[src/rtl/demux16_rx.sv]
// demux16_rx: serial time-division receiver. It collects 16 slots into a
// holding register and then publishes them as a parallel word on w.
// The parameter LSB_FIRST selects where each slot lands: 1 puts slot k in w[k],
// and 0 puts slot k in w[15-k].
// When the macro DEMUX16_PARITY_EN is defined, the block adds a 17th slot that
// carries an even-parity bit, and the word is published only if that bit checks.
//
// state   | meaning
// --------+------------------------------------------------------------
// IDLE    | waiting for sync; enabled non-sync slots are dropped
// RUN     | capturing slots 1..15 into the holding register
// PAR     | waiting for the parity slot (DEMUX16_PARITY_EN only)
module demux16_rx #(
    parameter int LSB_FIRST = 1
) (
    input  logic        clk,
    input  logic        reset,
    input  logic        din,
    input  logic        sync,
    input  logic        en,
    output logic [15:0] w,
    output logic [3:0]  s,
    output logic        valid,
    output logic        err,
    output logic        busy
);

    localparam logic [1:0] ST_IDLE = 2'd0;
    localparam logic [1:0] ST_RUN  = 2'd1;
`ifdef DEMUX16_PARITY_EN
    localparam logic [1:0] ST_PAR  = 2'd2;
`endif

    logic [1:0]  state_q, state_d;
    logic [15:0] hold_q, hold_d;
    logic [15:0] w_q, w_d;
    logic [3:0]  s_q, s_d;
    logic        valid_q, valid_d;
    logic        err_q, err_d;
    logic        busy_q, busy_d;

    // The holding register always stores slots in arrival order.
    // The bit ordering chosen by LSB_FIRST is applied only when the word is published.
    function automatic logic [15:0] map_slots(input logic [15:0] h);
        logic [15:0] r;
        r = h;
        if (LSB_FIRST == 0) begin
            for (int k = 0; k < 16; k++) begin
                r[15-k] = h[k];
            end
        end
        return r;
    endfunction

    // Next-state logic: slot capture, frame completion, premature-sync and parity handling
    always_comb begin
        state_d = state_q;
        hold_d  = hold_q;
        w_d     = w_q;
        s_d     = s_q;
        valid_d = 1'b0;
        err_d   = 1'b0;
        if (en) begin
            if (sync) begin
                // A sync in any state other than IDLE aborts the current partial frame.
                err_d   = (state_q != ST_IDLE);
                hold_d  = {15'd0, din};
                s_d     = 4'd1;
                state_d = ST_RUN;
            end else begin
                case (state_q)
                    ST_RUN: begin
                        hold_d[s_q] = din;
                        if (s_q == 4'd15) begin
                            s_d = 4'd0;
`ifdef DEMUX16_PARITY_EN
                            state_d = ST_PAR;
`else
                            state_d = ST_IDLE;
                            w_d     = map_slots(hold_d);
                            valid_d = 1'b1;
`endif
                        end else begin
                            s_d = s_q + 4'd1;
                        end
                    end
`ifdef DEMUX16_PARITY_EN
                    ST_PAR: begin
                        state_d = ST_IDLE;
                        if (din == ^hold_q) begin
                            w_d     = map_slots(hold_q);
                            valid_d = 1'b1;
                        end else begin
                            err_d = 1'b1;
                        end
                    end
`endif
                    default: ;
                endcase
            end
        end
        busy_d = (state_d != ST_IDLE);
    end

    // State and output registers, cleared asynchronously by reset
    always_ff @(posedge clk or posedge reset) begin
        if (reset) begin
            state_q <= ST_IDLE;
            hold_q  <= 16'h0000;
            w_q     <= 16'h0000;
            s_q     <= 4'd0;
            valid_q <= 1'b0;
            err_q   <= 1'b0;
            busy_q  <= 1'b0;
        end else begin
            state_q <= state_d;
            hold_q  <= hold_d;
            w_q     <= w_d;
            s_q     <= s_d;
            valid_q <= valid_d;
            err_q   <= err_d;
            busy_q  <= busy_d;
        end
    end

    assign w     = w_q;
    assign s     = s_q;
    assign valid = valid_q;
    assign err   = err_q;
    assign busy  = busy_q;

endmodule

[config.mk]
export PLATFORM = sky130hd
export DESIGN_NAME = demux16_rx
export DESIGN_NICKNAME = d
export VERILOG_FILES = /design/src/rtl/demux16_rx.sv
export SDC_FILE = /design/constraint.sdc
export NUM_CORES = 1
export LEC_CHECK = 0
export BUFFER_PORTS_ARGS = -buffer_cell sky130_fd_sc_hd__buf_2
export CAP_MARGIN = 10
export CORE_ASPECT_RATIO = 0.75
export CORE_MARGIN = 3
export CORE_UTILIZATION = 30
export CTS_CLUSTER_DIAMETER = 150
export DETAILED_ROUTE_END_ITERATION = 10
export GPL_TIMING_DRIVEN = 0
export SLEW_MARGIN = 20
export SYNTH_ARGS = -nofsm -noshare
export SYNTH_HDL_FRONTEND = slang
export SYNTH_SLANG_ARGS = --single-unit
[constraint.sdc]
create_clock -name clk -period 3.4 [get_ports clk]
set_input_delay 0.34 -clock clk [delete_from_list [all_inputs] [get_ports clk]]
set_output_delay 0.34 -clock clk [all_outputs]
set_load 0.03 [all_outputs]
==> results of run 1 <==
## placed cells by master, fill, tap and decap left out, types with 2 or more instances in the layout
cell type  count
o21ai_0        7
nand3_1        4
o21ai_1       19
buf_6          3
a21oi_1        5
dfrtp_1       40
buf_2         32
nor2_1         2
nand2_1       46
mux2i_1       15
o21ai_2       10
buf_4          2
nor2b_2        2
ha_1           4
inv_1          5
clkinv_2       2
clkbuf_8       5
## worst paths after layout
check | start | end | slack (ps) | cells after the start
worst max-delay path | s[1] | w[2] | 1790 | 7
worst min-delay path | sync | err | 370 | 3
worst max register to register | s[1] | w[2] | 1790 | 7
worst min register to register | w[14] | w[14] | 480 | 2
max in group asynchronous | reset | w[7] | 2440 | 4
min in group asynchronous | reset | w[12] | 510 | 3
## flip-flops by register name (all words and copies together) (netlist names)
| register | flops |
|---|---|
| w | 16 |
| hold_q | 15 |
| s | 4 |
| state_q | 2 |
| busy | 1 |
| err | 1 |
| valid | 1 |
## critical path: cells and delay by family, from the launching register on
kind / cells / cell delay (ps)
DFF: 1 / 460
adders and majority gates: 1 / 180
and+or+nand+nor: 3 / 450
AOI/OAI and AO/OA: 1 / 50
buffers and inverters: 2 / 360
## layer usage
| layer | GRT usage, % | routed length [um] | up-vias |
|---|---|---|---|
| li1 | - | - | 689 |
| met1 | 16.61 | 2073 | 646 |
| met2 | 17.46 | 1711 | 37 |
| met3 | 3.519 | 260 | 7 |
| met4 | 4.147 | 61 | 0 |
| met5 | 0 | 0 | - |
## power by group
part	leakage (nW)	total (W)	switching [W]	internal [W]
sequential	0.540	0.000504	0.0000132	0.000491
combinational	0.577	0.000156	0.000102	0.0000533
clock	0.0479	0.000319	0.000176	0.000143
## area by class of cell
class	instances	share of cell area, %
Sequential cell	40	44.74
Multi-Input combinational cell	127	35.12
Timing Repair Buffer	29	7.383
Tap cell	78	4.362
Buffer	11	3.468
Clock buffer	5	3.076
Inverter	6	1.007
Clock inverter	3	0.8389
## per-stage QoR
step / cells / utilization (%) / area (um^2) / power [W] / hold WS [ps]
2_1_floorplan: 184 / - / 1887 / 0.0006239 / 449.6
3_3_place_gp: 289 / 35.65 / 2120 / 0.0006649 / 459.5
3_5_place_dp: 290 / 35.98 / 2140 / 0.0006711 / 298.2
4_1_cts: 299 / 37.63 / 2237 / 0.0009927 / 369.2
5_1_grt: 299 / 37.63 / 2237 / 0.001027 / 397.8
6_report: 299 / 37.63 / 2237 / 0.0009788 / 374.4
## timing repair
action	CTS	global route
endpoints found under the hold margin	11	0
hold buffers	1	0
gates resized for setup	0	0
setup endpoints to repair	0	0
## kinds of logic after synthesis
family | after synthesis
buffers and inverters | 17
flip-flops | 40
AO/OA/AOI/OAI | 45
AND/OR/NAND/NOR | 63
multiplexers | 15
adder cells (fa/ha/maj) | 4
==> metrics.cfg, run 1 <==
[outcome]
status = finished clean

[yosys]
synth_flop_cell = dfrtp_1
synthDistinctLibCells = 29
synth_commonest_cells = nand2_1 (46), dfrtp_1 (40), o21ai_1 (19)
synth_area_leaders = dfrtp_1 (53%), nand2_1 (9.2%), mux2i_1 (8.0%), o21ai_1 (5.0%), o21ai_2 (4.6%)
synth_area_per_cell_um2 = 10.25
synth_top_family_by_area = simple AND/OR/NAND/NOR gates
synth_most_common_cell = nand2_1
ys_ff_latch = 40
seq_area_frac_synth_pct = 53.05
yosys.area_share.simple_pct = 16.11
synthXorXnorAreaFrac_pct = 0
syn_area_mm2 = 0.001887
syn_inst = 184
synth_top_area_cell = dfrtp_1
synth-async-reset-ratio_pct = 100.0
yosysWarningCount = 0
synth_nets = 193
synth_compound_area_share_pct = 14.92
synthAdderAreaFrac_pct = 2.653
synth_edf_count = 0
yosysTopAreaCellShare_pct = 53.05
synth_mux_area_share_pct = 7.958

[worst_setup_path]
cp.arrival_ps = 1800
slowest_stage = dfrtp_1
endpoint_kind = register
cp_max_fo = 10
slowest_delay_ps = 460
path_class = register to register
cp_cell_sequence = ha_1, buf_2, and3_1, nand2_4, buf_6, nand2_1, o21ai_2
critPathLaunchType = register
crit_required_ps = 3590

[finish]
fillers = 597
regArea_mm2 = 0.001001
diodes = 0
layout-drive-gt1-share_pct = 28.96
multi_input_area_um2 = 785.8
syn_to_final_growth_pct = 18.57
final_nets = 229

[sta]
slew_violations = 0
fin_ws_ps = 1788
fin_worst_skew_ps = 7.286
post-route-min-period_ps = 1612
setup_viol = 0
tightest_slew_ps = 434.1
max_clock_freq_ghz = 0.6203
hold_viol = 0
slew_headroom_pct = 71.06
tns_ps = 0
fin_crit_sh_pct = 47.42
rsz0062_at_grt = no

[drt]
vias = 1379
avgRoutedWirePerCell_um = 13.73
drt-total-wl_um = 4106
final_antenna_net_count = 0
first_iter_violations = 33
drc = 0
drtPass1Iterations = 4
via_per_inst = 4.612

[min_path]
hp-class = primary input to register

[floorplan]
row_count = 24
die_area_mm2 = 0.007287
die_h_um = 74.68
ios = 28
start_util_pct = 31.73
core_area_mm2 = 0.005946
die_w_um = 97.58

[clock_tree]
clk_latency_ps = 300
clock_sinks = 40
clockRootBuffer = clkbuf_8
postCtsSetupBuffers = 0
cts_buffers = 5
clk_pin_slew_ps = 80
tritoncts = done
h-tree-depth = 2
clockBufferDepth = 2

[power]
vdd_drop_max_mv = 0.1630
powerDensity_mw_per_mm2 = 437.5
p_leak_nw = 1.164

[global_routing]
grt_max_degree = 30
first_global_vias = 1355
grt_pass1_wl_um = 6734
gr-total-overflow = 0
grt.total_usage_pct = 11.79
antenna_found_initial = 0

[place]
pre_cts_slack_ps = 1805
place_congestion = 0.7469
post-dp-hpwl_um = 2921
numPortBuffers = 27

[job]
maxCapViolCount = 0

Power figures use the tool's default switching activity.
==> run 2: changes to the inputs <==
clock period = 1.5 ns   (was 3.4 ns; I/O delays follow)
==> metrics.cfg, run 2 (same netlist as run 1, synthesis figures left out) <==
[finish]
diodes = 0  ; unchanged
final_cell_mix = nand2_1 (45), dfrtp_1 (38), buf_2 (31)
fillers = 618  ; +3.5%
layout-drive-gt1-share_pct = 35.27  ; +6.3 points
layout_commonest_cell = nand2_1
largest_reg_flops = 16  ; unchanged
regArea_mm2 = 0.001003  ; +0.25%
multi_input_area_um2 = 818.3  ; +4.1%
fin_util_pct = 38.85  ; +1.2 points
syn_to_final_growth_pct = 22.41
final_nets = 232  ; +1.3%

[sta]
post-route-min-period_ps = 1409  ; -202.8 ps
max_clock_freq_ghz = 0.7095  ; +14%
tightest_slew_ps = 580.7  ; +146.6 ps
hold_viol = 0  ; unchanged
worst_hold_slack_ps = 197.9  ; -176.5 ps
fin_worst_skew_ps = 5.447  ; -1.839 ps
fin_ws_ps = 90.65  ; -1697 ps
slew_headroom_pct = 61.29  ; -9.8 points
tns_ps = 0  ; unchanged
setup_viol = 0  ; unchanged
fin_crit_sh_pct = 93.96  ; +47 points
slew_violations = 0  ; unchanged

[clock_tree]
clk_pin_slew_ps = 90  ; about the same
tritoncts = done
h-tree-depth = 2  ; unchanged
clock_sinks = 40  ; unchanged
clockRootBuffer = clkbuf_8
clk_latency_ps = 290  ; about the same
clockBufferDepth = 2  ; unchanged
cts_buffers = 5  ; unchanged

[drt]
first_iter_violations = 59  ; +79%
drtPass1Iterations = 4  ; unchanged
drt-total-wl_um = 4256  ; +3.7%
vias = 1403  ; +1.7%
final_antenna_net_count = 0  ; unchanged
drc = 0  ; unchanged
via_per_inst = 4.646  ; +0.73%
avgRoutedWirePerCell_um = 14.09  ; +2.6%

[global_routing]
antenna_found_initial = 0  ; unchanged
globalRouteMet3Util_pct = 3.148  ; -0.37 points
grt_max_degree = 29  ; -3.3%
gr-total-overflow = 0  ; unchanged
use_met1_pct = 18.79  ; +2.2 points
grt.busiest_layer = met2
first_global_vias = 1495  ; +10%
grt.total_usage_pct = 12.71  ; +0.92 points
grt_pass1_wl_um = 7341  ; +9.0%
grtUsageMet2_pct = 18.83  ; +1.4 points

[place]
numPortBuffers = 27  ; unchanged
place_congestion = 0.7749  ; +3.7%
pre_cts_slack_ps = -58.49  ; -1864 ps
post-dp-hpwl_um = 2919  ; about the same

[job]
maxCapViolCount = 0  ; unchanged

[floorplan]
row_count = 24  ; unchanged
ios = 28  ; unchanged
die_h_um = 74.68  ; unchanged
core_area_mm2 = 0.005946  ; unchanged
start_util_pct = 31.73  ; unchanged
die_area_mm2 = 0.007287  ; unchanged
die_w_um = 97.58  ; unchanged

[worst_setup_path]
crit-reg2reg-launch = s[0]
timing.rr.end = hold_q[12]
path_class = register to register
crit_family = flip-flops
critPathBufInv = 1  ; -1
reg2reg_slack_ps = 90  ; -1700 ps
r2r_cells = 5  ; -2
endpoint_kind = register
critPathLaunchType = register
slowest_delay_ps = 430  ; -30 ps
cp_max_fo = 5  ; -5
cp.arrival_ps = 1590  ; -210 ps
slowest_stage = dfrtp_2
cp_cell_sequence = inv_1, ha_2, nand3_1, mux2i_1, o21ai_0
crit_required_ps = 1680  ; -1910 ps

[min_path]
hp-start = sync
min_to = err
hp-class = primary input to register
holdPathStages = 3  ; unchanged

[power]
vdd_drop_max_mv = 0.4337  ; +170%
powerDensity_mw_per_mm2 = 996.0  ; +130%
p_leak_nw = 1.154  ; -0.88%

[outcome]
status = finished clean

## run 2: cell types whose count changed in the layout (fill, tap and decap cells not counted), moves of 2 or more
cell	change
buf_4	+4
ha_1	-4
ha_2	+4
mux2i_1	-4
mux2i_2	+4
buf_6	-2
buf_8	+2
dfrtp_1	-2
dfrtp_2	+2
## run 2: report_power, final
part	switching, W	internal [W]	leakage (nW)
Combinational	0.000257	0.000145	0.565
Sequential	0.0000258	0.00112	0.538
Clock	0.000390	0.000368	0.0510
Total	0.000672	0.00163	1.15
## run 2: repair_timing
action / 4_1_cts / 5_1_grt
pin swaps: 1 / 0
resized for setup: 2 / 10
hold endpoints to repair: 12 / 0
endpoints found under the setup margin: 17 / 23
setup buffers: 4 / 0
cloned: 0 / 0
hold buffers: 1 / 0
## run 2: how the worst max path moves through the flow
stage	end	from	depth (start not counted)
after floorplan	w[11]	s[0]	6
after global placement	s[0]	reset	2
after detailed placement	w[13]	s[0]	6
after CTS	w[6]	s[0]	7
after global routing	hold_q[1]	s[3]	5
final	hold_q[12]	s[0]	5
## run 2: layout make-up
cell class	count	share of cell area (%)
Buffer	10	3.467
Clock buffer	6	3.575
Multi-Input combinational cell	127	35.43
Tap cell	78	4.225
Sequential cell	40	43.45
Timing Repair Buffer	33	8.451
Clock inverter	2	0.4334
Inverter	6	0.9751
## run 2: per-layer routing
metal  wire [um]  share of wire, %
met1        2297                54
met2        1775                42
met4          14              0.33
met5           0                 0
met3         168               3.9
## run 2: worst register-to-register path: cells and delay by family, from the launching register on
kind,cells,cell delay [ps]
compound gates,1,120
fa+ha+maj,1,250
buf+inv,1,130
flops,1,430
mux,1,240
simple gates,1,130
## run 2: through the flow
step                      total power, W  cell area [um^2]  cells
after floorplan                 0.001416              1889    184
after global placement          0.001511              2122    289
after detailed placement        0.001523              2142    290
after CTS                       0.002288              2283    303
after global routing            0.002421              2310    302
final                           0.002301              2310    302
==> run 3: changes to the inputs <==
clock period = 1.3 ns   (was 1.5 ns; I/O delays follow)
==> metrics.cfg, run 3 (same netlist as run 1, synthesis figures left out) <==
[drt]
final_antenna_net_count = 0  ; unchanged
avgRoutedWirePerCell_um = 14.98  ; +6.3%
drc = 0  ; unchanged
via_per_inst = 4.719  ; +1.6%
drt-total-wl_um = 4688  ; +10%
vias = 1477  ; +5.3%
first_iter_violations = 76  ; +29%
drtPass1Iterations = 4  ; unchanged

[finish]
layout_commonest_cell = dfrtp_1
fin_util_pct = 45.16  ; +6.3 points
syn_to_final_growth_pct = 42.31
largest_reg_flops = 16  ; unchanged
diodes = 0  ; unchanged
regArea_mm2 = 0.001008  ; +0.50%
final_nets = 243  ; +4.7%
layout-drive-gt1-share_pct = 54.89  ; +20 points
fillers = 570  ; -7.8%
final_cell_mix = dfrtp_1 (34), nand2_1 (29), buf_2 (29)
multi_input_area_mm2 = 0.001023  ; +25%
finalInstanceArea_mm2 = 0.002685  ; +16%

[clock_tree]
clockRootBuffer = clkbuf_8
cts_buffers = 5  ; unchanged
clk_latency_ps = 290  ; about the same
tritoncts = done
clock_sinks = 40  ; unchanged
clockBufferDepth = 2  ; unchanged
h-tree-depth = 2  ; unchanged
clk_pin_slew_ps = 90  ; about the same

[floorplan]
ios = 28  ; unchanged
core_area_mm2 = 0.005946  ; unchanged
die_area_mm2 = 0.007287  ; unchanged
die_h_um = 74.68  ; unchanged
start_util_pct = 31.73  ; unchanged
row_count = 24  ; unchanged
die_w_um = 97.58  ; unchanged

[worst_setup_path]
slowest_stage = dfrtp_2
endpoint_kind = register
cp.arrival_ps = 1570  ; -20 ps
critPathBufInv = 1  ; unchanged
crit_required_ps = 1490  ; -190 ps
crit_family = flip-flops
cp_max_fo = 8  ; +3
path_class = register to register
critPathLaunchType = register
slowest_delay_ps = 430  ; about the same
cp_cell_sequence = ha_4, and3_4, nand2_8, clkbuf_16, nand2_2, o21ai_2

[power]
p_leak_nw = 1.219  ; +5.6%
clockPowerShare_pct = 34.8  ; +1.9 points
vdd_drop_max_mv = 0.4279  ; -1.3%
swShare_pct = 28.93  ; -0.30 points
p_sw_w = 0.0008650  ; +29%
p_int_w = 0.002125  ; +31%
pwr-share-comb_pct = 20.8  ; +3.3 points
seqPwrFrac_pct = 44.4  ; -5.2 points
powerDensity_mw_per_mm2 = 1114  ; +12%

[job]
maxCapViolCount = 0  ; unchanged

[sta]
setup_viol = 30  ; +30
fin_ws_ps = -81.48  ; -172.1 ps
hold_viol = 0  ; unchanged
max_clock_freq_ghz = 0.7239  ; +2.0%
slew_violations = 0  ; unchanged
slew_headroom_pct = 54.77  ; -6.5 points
tightest_slew_ps = 678.5  ; +97.76 ps
post-route-min-period_ps = 1381  ; -27.87 ps
rsz0062_at_grt = yes
fin_worst_skew_ps = 6.435  ; +0.9881 ps
fin_crit_sh_pct = 106.3  ; +12 points

[global_routing]
grtUsageMet2_pct = 18.83  ; unchanged
gr-total-overflow = 0  ; unchanged
first_global_vias = 1446  ; -3.3%
antenna_found_initial = 0  ; unchanged
globalRouteMet3Util_pct = 3.704  ; +0.56 points
grt.total_usage_pct = 12.81  ; +0.10 points
grt_pass1_wl_um = 7376  ; +0.48%
use_met1_pct = 18.75  ; -0.040 points
grt.busiest_layer = met2
grt_max_degree = 32  ; +10%

[place]
post-dp-hpwl_um = 2938  ; +0.63%
place_congestion = 0.7707  ; -0.54%
placed_area_mm2 = 0.002173  ; +1.5%
numPortBuffers = 27  ; unchanged

[outcome]
status = complete, but fails checks
violations = negative setup slack

[min_path]
hp-class = primary input to register

-- run 3: changes by cell type in the layout (fill, tap and decap cells not counted), sizes merged --
| cell | change |
|---|---|
| buf | +8 |
| bufinv | +1 |
| clkbuf | +2 |
| clkinv | -1 |
| clkinvlp | +1 |
-- run 3: stage by stage --
step / total power (W) / TNS, ps / setup slack [ps] / hold WS, ps / std cells
after global placement: 0.001759 / -16770 / -453.7 / 456.5 / 289
after CTS: 0.002857 / -1850 / -95.34 / 162.9 / 304
after floorplan: 0.001649 / -2729 / -144.0 / 265.3 / 184
final: 0.002990 / -1436 / -81.48 / 160.3 / 313
after detailed placement: 0.001775 / -3323 / -149.3 / 80.24 / 290
after global routing: 0.003123 / -2648 / -121.4 / 185.6 / 313
-- run 3: power by group through the flow --
stage | registers (W) | logic (W) | clock network [W]
floorplan | 0.00138 | 0.000266 | 0
global placement | 0.00135 | 0.000412 | 0
detailed placement | 0.00135 | 0.000426 | 0
CTS | 0.00132 | 0.000481 | 0.00106
global route | 0.00133 | 0.000669 | 0.00112
finish | 0.00133 | 0.000622 | 0.00104
-- run 3: area by class of cell --
| cell class | count | share of cell area, % |
|---|---|---|
| plain buffers | 10 | 4.054 |
| multi-input cells | 127 | 38.12 |
| clock buffers | 5 | 2.563 |
| well taps | 78 | 3.635 |
| repair buffers | 44 | 11.65 |
| flip-flops and latches | 40 | 37.56 |
| inverters | 6 | 0.8388 |
| clock inverters | 3 | 1.584 |
-- run 3: routing by layer --
layer / wire length [um] / share of wire (%) / up-vias
met1: 2387 / 51 / 714
li1: - / - / 728
met4: 32 / 0.68 / 0
met3: 227 / 4.8 / 4
met5: 0 / 0 / -
met2: 2040 / 44 / 31
-- run 3: worst paths after layout --
kind | startpoint | endpoint | slack [ps] | cells after the start
max | s[0] | w[1] | -80 | 6
min | sync | state_q[0] | 160 | 3
max reg2reg | s[0] | w[1] | -80 | 6
min reg2reg | w[14] | w[14] | 480 | 2
max in group asynchronous | reset | state_q[1] | 540 | 4
min in group asynchronous | reset | w[12] | 300 | 3
-- run 3: tightest hold or removal path: stages --
cell and delay (ps):
buf_2 140, nand2_1 90, nand2_1 60
-- run 3: timing repair --
action                                 4_1_cts  5_1_grt
endpoints found under the hold margin        9        0
pin swaps                                    1        9
setup endpoints to repair                   32       38
resized for setup                           11       60
hold buffers                                 1        0
buffers inserted                             5        8
cloned                                       0        2
